$ cat config.mk
export PLATFORM = sky130hd
export DESIGN_NAME = shot_arbiter_flat
export DESIGN_NICKNAME = d
export VERILOG_FILES = /design/src/rtl/tank_pkg.sv /design/src/rtl/shot_arbiter_if.sv /design/src/rtl/shot_arbiter_rr_pick.sv /design/src/rtl/shot_arbiter.sv /design/src/flat_wrapper.sv
export SDC_FILE = /design/constraint.sdc
export NUM_CORES = 1
export LEC_CHECK = 0
export ABC_AREA = 1
export BUFFER_PORTS_ARGS = -buffer_cell sky130_fd_sc_hd__buf_2
export CELL_PAD_IN_SITES_DETAIL_PLACEMENT = 1
export CELL_PAD_IN_SITES_GLOBAL_PLACEMENT = 1
export CORE_MARGIN = 5
export CORE_UTILIZATION = 37
export DETAILED_ROUTE_END_ITERATION = 10
export PLACE_DENSITY_LB_ADDON = 0.15
export SYNTH_ARGS = -nofsm -noshare
export SYNTH_HDL_FRONTEND = slang
export SYNTH_SLANG_ARGS = --single-unit
$ cat constraint.sdc
create_clock -name Clk -period 5.6 [get_ports Clk]
set_input_delay 0.56 -clock Clk [delete_from_list [all_inputs] [get_ports Clk]]
set_output_delay 0.56 -clock Clk [all_outputs]
set_load 0.005 [all_outputs]
$ cat src/rtl/tank_pkg.sv
// Shared tank definitions: headings, tank geometry, arbiter state encoding.
// Spawn helpers place a bullet at the centre of a 32x32 tank sprite.
package tank_pkg;

  localparam int TANK_W = 32;
  localparam int TANK_H = 32;
  localparam int HALF   = 16;
  localparam int POS_W  = 10;
  localparam int IDX_W  = 2;

  typedef enum logic [2:0] {
    DIR_UP    = 3'd0,
    DIR_UR    = 3'd1,
    DIR_RIGHT = 3'd2,
    DIR_DR    = 3'd3,
    DIR_DOWN  = 3'd4,
    DIR_DL    = 3'd5,
    DIR_LEFT  = 3'd6,
    DIR_UL    = 3'd7
  } dir_t;

  typedef enum logic {
    S_IDLE,
    S_GRANT
  } arb_state_t;

  function automatic logic [POS_W-1:0] spawn_x(
    input logic [POS_W-1:0] p
  );
    return p + POS_W'(TANK_W / 2);
  endfunction

  function automatic logic [POS_W-1:0] spawn_y(
    input logic [POS_W-1:0] p
  );
    return p + POS_W'(TANK_H / 2);
  endfunction

endpackage

$ cat src/rtl/shot_arbiter_if.sv
// Launch bus from the shot arbiter to the bullet engines.
// One-cycle strobe carrying slot, owner, spawn point and heading.
interface shot_arbiter_if
  import tank_pkg::*;
#(
  parameter int N_TANKS = 4
);

  logic               launch_valid;
  logic [IDX_W-1:0]   launch_slot;
  logic [IDX_W-1:0]   launch_owner;
  logic [POS_W-1:0]   launch_X;
  logic [POS_W-1:0]   launch_Y;
  logic [2:0]         launch_dir;
  logic [N_TANKS-1:0] grant;

  modport master (
    output launch_valid,
    output launch_slot,
    output launch_owner,
    output launch_X,
    output launch_Y,
    output launch_dir,
    output grant
  );

  modport slave (
    input launch_valid,
    input launch_slot,
    input launch_owner,
    input launch_X,
    input launch_Y,
    input launch_dir,
    input grant
  );

endinterface

$ cat src/rtl/shot_arbiter_rr_pick.sv
// Rotating priority pick: first set request at or after ptr, wrapping.
// With ptr tied to zero it degenerates to a lowest-set-bit finder.
module rr_pick #(
  parameter int N  = 4,
  parameter int IW = 2
) (
  input  logic [N-1:0]  req,
  input  logic [IW-1:0] ptr,
  output logic [IW-1:0] idx,
  output logic          found
);

  always_comb begin
    idx   = '0;
    found = |req;
    for (int k = N - 1; k >= 0; k--) begin
      if (req[(int'(ptr) + k) % N]) begin
        idx = IW'((int'(ptr) + k) % N);
      end
    end
  end

endmodule

$ cat src/rtl/shot_arbiter.sv
// Grants tank fire requests onto shared bullet engines, round-robin,
// with per-tank frame cooldown and slot reservation until engines go busy.
module shot_arbiter
  import tank_pkg::*;
#(
  parameter int         N_TANKS  = 4,
  parameter int         N_SLOTS  = 4,
  parameter logic [7:0] COOLDOWN = 8'd30
) (
  input  logic                   Clk,
  input  logic                   Reset,
  input  logic                   frame_clk,
  input  logic [N_TANKS-1:0]     fire_req,
  input  logic [10*N_TANKS-1:0]  tank_X_flat,
  input  logic [10*N_TANKS-1:0]  tank_Y_flat,
  input  logic [3*N_TANKS-1:0]   tank_dir_flat,
  input  logic [N_SLOTS-1:0]     slot_free,
  shot_arbiter_if.master         launch
);

  arb_state_t         state, state_n;
  logic               frame_d, frame_edge;
  logic [N_TANKS-1:0] pending;
  logic [7:0]         cooldown [N_TANKS];
  logic [N_SLOTS-1:0] reserved, avail, slot_set;
  logic [IDX_W-1:0]   rr_ptr, winner, slot;
  logic [IDX_W-1:0]   pick_tank, pick_slot, next_ptr;
  logic               tank_found, slot_found;
  logic               take, granting;
  logic [POS_W-1:0]   pos_x [N_TANKS];
  logic [POS_W-1:0]   pos_y [N_TANKS];
  logic [2:0]         hdg   [N_TANKS];

  always_comb begin
    for (int i = 0; i < N_TANKS; i++) begin
      pos_x[i] = tank_X_flat[10*i +: 10];
      pos_y[i] = tank_Y_flat[10*i +: 10];
      hdg[i]   = tank_dir_flat[3*i +: 3];
    end
  end

  assign avail = slot_free & ~reserved;

  rr_pick #(.N(N_TANKS), .IW(IDX_W)) u_tank_pick (
    .req   (pending),
    .ptr   (rr_ptr),
    .idx   (pick_tank),
    .found (tank_found)
  );

  rr_pick #(.N(N_SLOTS), .IW(IDX_W)) u_slot_pick (
    .req   (avail),
    .ptr   (IDX_W'(0)),
    .idx   (pick_slot),
    .found (slot_found)
  );

  assign granting = (state == S_GRANT);
  assign take     = (state == S_IDLE) && tank_found && slot_found;
  assign slot_set = granting ? (N_SLOTS'(1) << slot) : '0;
  assign next_ptr = (winner == IDX_W'(N_TANKS - 1)) ?
                    '0 : winner + IDX_W'(1);

  always_ff @(posedge Clk) begin
    if (Reset) state <= S_IDLE;
    else       state <= state_n;
  end

  always_comb begin
    state_n = state;
    unique case (state)
      S_IDLE:  if (take) state_n = S_GRANT;
      S_GRANT: state_n = S_IDLE;
      default: state_n = S_IDLE;
    endcase
  end

  always_ff @(posedge Clk) begin
    if (Reset) begin
      winner <= '0;
      slot   <= '0;
    end else if (take) begin
      winner <= pick_tank;
      slot   <= pick_slot;
    end
  end

  // The grant's cooldown load outranks both fire latching and frame decrement.
  always_ff @(posedge Clk) begin
    if (Reset) begin
      frame_d    <= 1'b0;
      frame_edge <= 1'b0;
      pending    <= '0;
      reserved   <= '0;
      rr_ptr     <= '0;
      for (int i = 0; i < N_TANKS; i++) cooldown[i] <= '0;
    end else begin
      frame_d    <= frame_clk;
      frame_edge <= frame_clk & ~frame_d;
      reserved   <= (reserved | slot_set) & slot_free;
      if (granting) rr_ptr <= next_ptr;
      for (int i = 0; i < N_TANKS; i++) begin
        if (granting && winner == IDX_W'(i)) begin
          pending[i]  <= 1'b0;
          cooldown[i] <= COOLDOWN;
        end else begin
          if (fire_req[i] && cooldown[i] == 8'd0)
            pending[i] <= 1'b1;
          if (frame_edge && cooldown[i] != 8'd0)
            cooldown[i] <= cooldown[i] - 8'd1;
        end
      end
    end
  end

  always_comb begin
    launch.launch_valid = 1'b0;
    launch.grant        = '0;
    launch.launch_slot  = '0;
    launch.launch_owner = '0;
    launch.launch_X     = '0;
    launch.launch_Y     = '0;
    launch.launch_dir   = '0;
    if (granting) begin
      launch.launch_valid = 1'b1;
      launch.grant        = N_TANKS'(1) << winner;
      launch.launch_slot  = slot;
      launch.launch_owner = winner;
      launch.launch_X     = spawn_x(pos_x[winner]);
      launch.launch_Y     = spawn_y(pos_y[winner]);
      launch.launch_dir   = hdg[winner];
    end
  end

endmodule
$ cat src/flat_wrapper.sv
// flat-port wrapper written by rule: the top's interface ports become plain ports
module shot_arbiter_flat import tank_pkg::*;
#(
  parameter int         N_TANKS  = 4,
  parameter int         N_SLOTS  = 4,
  parameter logic [7:0] COOLDOWN = 8'd30
)
  (Clk, Reset, frame_clk, fire_req, tank_X_flat, tank_Y_flat, tank_dir_flat, slot_free, launch_launch_valid, launch_launch_slot, launch_launch_owner, launch_launch_X, launch_launch_Y, launch_launch_dir, launch_grant);
  shot_arbiter_if #(.N_TANKS(N_TANKS)) launch_i ();
  input  logic Clk;
  input  logic Reset;
  input  logic frame_clk;
  input  logic [N_TANKS-1:0] fire_req;
  input  logic [10*N_TANKS-1:0] tank_X_flat;
  input  logic [10*N_TANKS-1:0] tank_Y_flat;
  input  logic [3*N_TANKS-1:0] tank_dir_flat;
  input  logic [N_SLOTS-1:0] slot_free;
  output wire logic [$bits(launch_i.launch_valid)-1:0] launch_launch_valid;
  output wire logic [$bits(launch_i.launch_slot)-1:0] launch_launch_slot;
  output wire logic [$bits(launch_i.launch_owner)-1:0] launch_launch_owner;
  output wire logic [$bits(launch_i.launch_X)-1:0] launch_launch_X;
  output wire logic [$bits(launch_i.launch_Y)-1:0] launch_launch_Y;
  output wire logic [$bits(launch_i.launch_dir)-1:0] launch_launch_dir;
  output wire logic [$bits(launch_i.grant)-1:0] launch_grant;
  assign launch_launch_valid = launch_i.launch_valid;
  assign launch_launch_slot = launch_i.launch_slot;
  assign launch_launch_owner = launch_i.launch_owner;
  assign launch_launch_X = launch_i.launch_X;
  assign launch_launch_Y = launch_i.launch_Y;
  assign launch_launch_dir = launch_i.launch_dir;
  assign launch_grant = launch_i.grant;
  shot_arbiter #(.N_TANKS(N_TANKS), .N_SLOTS(N_SLOTS), .COOLDOWN(COOLDOWN)) u_core (.Clk(Clk), .Reset(Reset), .frame_clk(frame_clk), .fire_req(fire_req), .tank_X_flat(tank_X_flat), .tank_Y_flat(tank_Y_flat), .tank_dir_flat(tank_dir_flat), .slot_free(slot_free), .launch(launch_i));
endmodule
==> parameters.txt, run 1 <==
Parameter                              Value

STA
  Transition at the pin with the smallest max-transition slack    around 0.94 ns
  Crit path setup slack, layout    ~2.0 ns
  Final number of hold-violating endpoints    0
  Final slew viol count    0
  Period Utilization, post-route    63.6%
  Minimum clock period after layout    3.56 ns
  Worst-case clock skew    0.0157 ns
  Maximum frequency from static timing analysis    281 MHz
  Total Neg Setup Slack    0 ns
  Post-route worst hold slack    0.397 ns
  Setup repair after global routing missed its margin    no
  Max_slew headroom    37.2%
  Final setup violation count    0

Setup path
  Length in cells of the worst reg-to-reg path    9
  Critical path capture point type    output port
  Worst Setup Start Kind    register
  Crit Path Category    register to output port
  Signal arrival time at the worst endpoint    about 3 ns
  Setup slack of the most critical reg-to-reg path    ~2.4 ns
  R2R Path End    u_core.cooldown[0][2]
  Critical path required time    around 5.0 ns
  Reg-to-reg startpoint    u_core.winner[0]
  Largest fanout on the critical path    53

Placement
  Total of buffers placed on input and output ports    134
  Area post-placement    4540 µm²
  Detailed Place HPWL    9610 µm
  Routability Congestion    0.881
  Cell Count Post-Placement    826
  Pre-CTS worst setup slack    2.36 ns

Logic synthesis
  Cells after synthesis    575
  Count of distinct cell types in the synthesized netlist    37
  Synth area leader    edfxtp_1
  Count of state elements after synthesis    49
  Proportion of synthesized chip area in sequential cells    34.1%
  Top cell type's share of synthesized area    25.2%
  Ranking of synthesized cells by area    edfxtp_1 (25%), nand2_1 (12%), nor2_1 (9.4%), dfxtp_1 (8.9%), inv_1 (7.8%)
  Synthesized netlist net count    692
  Syn Std Cell Area    ~3800 µm²
  Yosys synthesis warning count    0
  Avg Cell Area, Syn    6.63 µm²

Global route
  Via count of the first global-routing pass    4,563
  Maximum number of pins on one net before global-route repair    54
  Total congestion overflow after global routing    0
  Global-route wire length before repair    20,600 µm
  Antenna violations before repair    1
  GRT Total Usage    19.5%

Power and ir drop
  Sw Share    31.6%
  VDD IR-drop max    ~0.092 mV
  Part of the total power dissipated in sequential elements    50.9%
  Leakage Power    2.40 nW
  Share of power burned in combinational logic    22.9%
  Power per cell area    approximately 180 nW/µm²
  Net load switching power    about 260 µW
  Power share of the clock group    about a quarter
  Internal power component    ~570 µW
  Post-route total power    837 µW

Min path
  Startpoint of the worst hold path    u_core.frame_d
  Terminating pin of the worst hold path    u_core.frame_edge
  Worst min-delay path category    register to register
  Hold Path Cell Cnt    1

Drt
  Number of nets still failing antenna checks after routing    0
  Aggregate routed wire length    12,100 µm
  # DRC    0
  Detailed-routing iteration count for the pre-antenna-repair pass    4
  Average via count per standard cell    4.97
  Routed wirelength normalized by instance count    about 15 µm
  Iteration-0 DRC count of the detailed router    169
  Count of vias placed by the detailed router    approximately 4,100

Floorplanning
  Core Region    between 10,000 and 15,000 µm²
  Starting Density    37.4%
  Total die area    approximately 12,000 µm²
  Number of placed I/O pins    between 100 and 150
  Die outline width    112 µm
  Row count    37
  DIE HEIGHT    112 µm

Cells and area
  Final #Nets    814
  Final standard cell area without fillers    4630 µm²
  Final cell utilization of the core    45.5%
  Final cell count without fillers    834
  Diode count    0
  Post-synthesis to final-layout area growth    21.5%
  Layout cells sized above 1    ~23%

CTS
  Number of CTS-inserted buffers    5
  Setup Buffers After CTS    0
  Number of clock sinks seen by CTS    ~50
  CTS-repair resized insts    0
  Clock-pin slew of the registers on the worst-case setup and hold paths    0.09 ns
  Cell at the root of the clock tree    clkbuf_8
  Clock buffer depth    2
  Clock network latency to the later pin of the worst-skew pair    0.31 ns
  H-tree Lvls    2
  Clock tree from TritonCTS    yes
  Post-CTS Hold Fix Bufs    0

Status
  Status    finished clean

Job
  Max-capacitance violation count    0
==> Yosys cell counts (all sizes together) <==
cell type / n
clkinv: 1
nor2: 96
xor2: 9
inv: 83
clkbuf: 7
nand2: 126
nor4: 2
nand4: 4
a32oi: 2
o211ai: 2
nand3b: 1
nand3: 37
o21ai: 52
a31oi: 4
xnor2: 2
o22ai: 3
edfxtp: 32
o21a: 2
dfxtp: 17
nor3: 14
a21oi: 43
a211oi: 2
or2: 5
buf: 13
o31ai: 2
ha: 14
==> cells by family (layout without fill, tap and decap cells) <==
logic type	after synthesis	after routing	synth area share, %
simple gates	285	285	31.2
compound gates	112	112	16.1
buf+inv	104	227	11.5
flops	49	49	34.1
fa+ha+maj	14	14	4.59
xor+xnor	11	11	2.53
==> critical path, stage by stage (launching register included) <==
cell and delay, ns:
dfxtp_2 0.96, inv_2 0.55, o21ai_1 0.31, o22ai_2 0.13
ha_1 0.20, inv_1 0.10, nor3_1 0.08, a21oi_1 0.12
nor3_1 0.07, buf_2 0.16
==> how the worst max path moves through the flow <==
| stage | start | end |
|---|---|---|
| after floorplan | u_core.winner[1] | u_core.cooldown[0][0] |
| after global placement | u_core.winner[0] | launch_launch_X[8] |
| after detailed placement | u_core.winner[0] | launch_launch_X[8] |
| after CTS | u_core.winner[0] | launch_launch_X[8] |
| after global routing | u_core.winner[0] | launch_launch_X[8] |
| final | u_core.winner[0] | launch_launch_X[8] |
==> layer usage <==
metal  vias up  part of all wire [%]  wire length, µm  GRT usage, %
met2       103                    49             5940          35.3
met3        13                   6.7              817          5.11
met4         2                   1.1              131          4.06
li1       2110                     -                -             -
met1      1919                    43             5230          23.3
met5         -                  0.15               18             0
==> layout make-up <==
cell class	instances	area [µm²]
Multi-Input combinational cell	422	2070
Sequential cell	49	1300
Clock buffer	5	68.8
Timing Repair Buffer	135	678
Tap cell	136	170
Clock inverter	3	21.3
Fill cell	1414	5550
Inverter	84	315
==> power by group through the flow <==
stage	sequential, mW	combinational, mW	clock (mW)
after detailed placement	0.435	0.192	0
final	0.426	0.192	0.220
after global routing	0.430	0.220	0.239
after floorplan	0.425	0.124	0
after global placement	0.433	0.186	0
after CTS	0.426	0.194	0.228
==> flip-flops by register name, indices dropped and copies added (netlist names) <==
| register | count |
|---|---|
| u_core.frame_edge | 1 |
| u_core.pending | 4 |
| u_core.granting | 1 |
| u_core.cooldown | 32 |
| u_core.slot | 2 |
| u_core.reserved | 4 |
| u_core.rr_ptr | 2 |
| u_core.winner | 2 |
| u_core.frame_d | 1 |
==> layout by cell type, fill, tap and decap left out <==
| cell type | instances |
|---|---|
| a21oi_1 | 42 |
| clkinv_1 | 1 |
| o21a_1 | 2 |
| o22ai_2 | 2 |
| clkinvlp_4 | 1 |
| o31ai_1 | 2 |
| nand2_2 | 3 |
| or2_2 | 4 |
| inv_6 | 1 |
| xnor2_1 | 2 |
| nand2_1 | 123 |
| nor2_2 | 1 |
| o21ai_0 | 49 |
| clkbuf_8 | 5 |
| a32oi_1 | 2 |
| xor2_1 | 9 |
| ha_1 | 14 |
| nor4_1 | 2 |
| dfxtp_1 | 16 |
| dfxtp_2 | 1 |
| a31oi_1 | 4 |
| nor2_1 | 95 |
| o21ai_1 | 3 |
| a211oi_1 | 2 |
| nor3_1 | 11 |
| inv_2 | 4 |
| nand3_1 | 37 |
| clkinv_2 | 1 |
| o211ai_1 | 2 |
| or2_0 | 1 |
| buf_4 | 1 |
| edfxtp_1 | 32 |
| nand4_1 | 4 |
| a21oi_2 | 1 |
| buf_2 | 134 |
| nand3b_1 | 1 |
| nor3_2 | 3 |
| o22ai_1 | 1 |
| inv_1 | 79 |
No activity file was read; power rests on OpenSTA's default activity.
==> inputs of run 2 (changes only) <==
ABC_AREA = 0   (was 1)
CORE_UTILIZATION = 33   (was 37)
clock period = 3.1 ns   (was 5.6 ns; I/O delays follow)
==> parameters.txt, run 2 <==
Parameter                              Value

Status
  Status    finished clean

Setup path
  Signal arrival time at the worst endpoint    2.25 ns
  Largest fanout on the critical path    13
  Length in cells of the worst reg-to-reg path    3
  Cell family contributing the most delay on the critical path    flip-flops
  Worst setup path endpoint    launch_launch_Y[9]
  Crit Path Category    register to output port
  Critical path capture point type    output port
  Crit path max-delay cell type    dfxtp_2
  Slowest stage delay, CP    0.56 ns
  R2R Path End    u_core.cooldown[0][13]
  Worst setup path start    u_core.winner[0]
  Buffering stage count on the worst path with inverters included    2
  Critical path required time    2.79 ns
  Total number of cells along the worst setup path    7
  Worst Setup Start Kind    register
  Setup slack of the most critical reg-to-reg path    0.79 ns
  Ordered cell list for the critical path    buf_4 > mux4_2 > nand3_1 > nor2_1 > xnor2_1 > nor2b_1 > buf_2
  Reg-to-reg startpoint    u_core.cooldown[0][10]

Logic synthesis
  Most used flip-flop cell after synthesis    edfxtp_1
  Syn Std Cell Area    3410 µm²
  Cells after synthesis    around 340
  Count of distinct cell types in the synthesized netlist    39
  Synthesized netlist net count    ~450
  Proportion of synthesized chip area in sequential cells    38.1%
  Ranking of synthesized cells by area    edfxtp_1 (28%), mux4_2 (15%), dfxtp_1 (10%), nor2_1 (5.2%), ha_1 (5.1%)
  Leading cell type by number of instances after synthesis    nor2_1
  Avg Cell Area, Syn    10.2 µm²
  Number of enable-type register cells in the synthesized netlist    32
  Synth area leader    edfxtp_1
  Most frequent cells after synthesis    nor2_1 (47), edfxtp_1 (32), and2_1 (24)
  Yosys synthesis warning count    0
  Top cell type's share of synthesized area    between 20% and 30%
  Count of state elements after synthesis    49
  Share of synthesized flip-flops with an asynchronous set or reset    0%

STA
  Maximum frequency from static timing analysis    a little under 400 MHz
  Final number of hold-violating endpoints    0
  Worst-case clock skew    0.0118 ns
  Total Neg Setup Slack    0 ns
  Transition at the pin with the smallest max-transition slack    0.580 ns
  Final slew viol count    0
  Final setup violation count    0
  Setup repair after global routing missed its margin    no
  Max_slew headroom    between 60 and 70%
  Period Utilization, post-route    82.5%
  Minimum clock period after layout    2.56 ns

Global route
  GRT Total Usage    15.8%
  Global-route wire length before repair    between 15,000 and 20,000 µm
  Maximum number of pins on one net before global-route repair    30
  Antenna violations before repair    0
  Total congestion overflow after global routing    0
  Via count of the first global-routing pass    about 3,200

CTS
  Clock network latency to the later pin of the worst-skew pair    0.30 ns
  Number of clock sinks seen by CTS    49
  Cell at the root of the clock tree    clkbuf_8
  Post-CTS Hold Fix Bufs    0
  Number of CTS-inserted buffers    5
  H-tree Lvls    2
  Clock buffer depth    2
  CTS-repair resized insts    0
  Setup Buffers After CTS    0
  Clock-pin slew of the registers on the worst-case setup and hold paths    roughly 0.090 ns
  Clock tree from TritonCTS    yes

Placement
  Detailed Place HPWL    just over 8000 µm
  Total of buffers placed on input and output ports    roughly 130
  Routability Congestion    ~0.92
  Cell Count Post-Placement    598
  Area post-placement    approximately 4200 µm²

Drt
  Iteration-0 DRC count of the detailed router    166
  Detailed-routing iteration count for the pre-antenna-repair pass    4
  # DRC    0
  Number of nets still failing antenna checks after routing    0
  Routed wirelength normalized by instance count    16.4 µm
  Aggregate routed wire length    around 10000 µm
  Average via count per standard cell    4.99
  Count of vias placed by the detailed router    3,022

Cells and area
  Post-synthesis to final-layout area growth    26.6%
  Final-layout fill cell count    1,227
  Final standard cell area without fillers    4320 µm²
  Register name with the most flops    u_core.cooldown
  Final cell count without fillers    ~610
  Most frequent cells in the layout    buf_2 (134), nor2_1 (47), edfxtp_1 (32)
  Max reg flops    32
  Diode count    0
  Largest registers in the final layout    u_core.cooldown x32, u_core.pending x4, u_core.reserved x4
  Final #Nets    586
  Layout cells sized above 1    37.2%
  Most common cell after layout, fill and taps aside    buf_2

Power and ir drop
  Post-route total power    1.46 mW
  Power per cell area    338 nW/µm²
  Leakage Power    1.90 nW
  VDD IR-drop max    0.173 mV

Floorplanning
  Total die area    12,500 µm²
  DIE HEIGHT    112 µm
  Row count    37
  Starting Density    33.4%
  Number of placed I/O pins    135
  Die outline width    112 µm
  Core Region    10,200 µm²

Job
  Max-capacitance violation count    0

Min path
  Startpoint of the worst hold path    frame_clk
  Worst min-delay path category    input port to register
[run 2: changes by cell type after synthesis, sizes merged, moves of 9 or more]
cell / before / now
a21oi: 43 / 12
and2: 0 / 24
inv: 83 / 23
nand3: 37 / 11
nor2: 96 / 47
mux4: 0 / 23
nand2: 126 / 17
nand2b: 0 / 9
o21ai: 52 / 7
xnor2: 2 / 17
[run 2: worst min path at each step]
stage                   endpoint  cells past startpoint
2_1_floorplan  u_core.frame_edge                      1
3_3_place_gp   u_core.frame_edge                      1
3_5_place_dp   u_core.frame_edge                      1
4_1_cts           u_core.frame_d                      2
5_1_grt           u_core.frame_d                      2
6_report          u_core.frame_d                      2
[run 2: per-stage QoR]
stage | hold slack (ns) | util [%] | setup slack [ns]
finish | 0.249 | 42.2 | 0.543
global route | 0.268 | 42.2 | 0.356
detailed placement | 0.375 | 41.4 | 0.789
floorplan | 0.367 | - | 0.866
global placement | 0.372 | 41.4 | 0.827
CTS | 0.235 | 42.2 | 0.487
[run 2: area by class of cell]
cell class / count / area, µm² / share of cell area (%)
multi-input combinational: 250 / 1970 / 45.5
sequential: 49 / 1300 / 30.1
timing repair buffer: 140 / 716 / 16.6
tap: 136 / 170 / 3.94
inverter: 23 / 86.3 / 2.00
clock buffer: 7 / 76.3 / 1.77
clock inverter: 1 / 5.00 / 0.116
[run 2: per-layer routing]
layer | vias to the layer above | GRT usage, % | share of wire, %
met4 | 0 | 3.24 | 0.85
met5 | - | 0 | 0
met1 | 1459 | 19.3 | 42
met2 | 97 | 28.5 | 50
met3 | 7 | 3.42 | 6.7
li1 | 1459 | - | -
[run 2: cells by family (layout without fill, tap and decap cells)]
logic type	count (synthesis)	in the layout	share of synthesized area (%)
AND/OR/NAND/NOR	140	140	21.2
flip-flops	49	49	38.1
AO/OA/AOI/OAI	39	39	7.18
buffers and inverters	37	171	4.32
XOR/XNOR	31	31	7.95
multiplexers	26	26	16.1
adder cells (fa/ha/maj)	14	14	5.13
[run 2: report_power, final]
group | internal, mW | switching [mW] | total [mW]
Combinational | 0.165 | 0.149 | 0.314
Sequential | 0.741 | 0.0405 | 0.781
Clock | 0.159 | 0.207 | 0.366
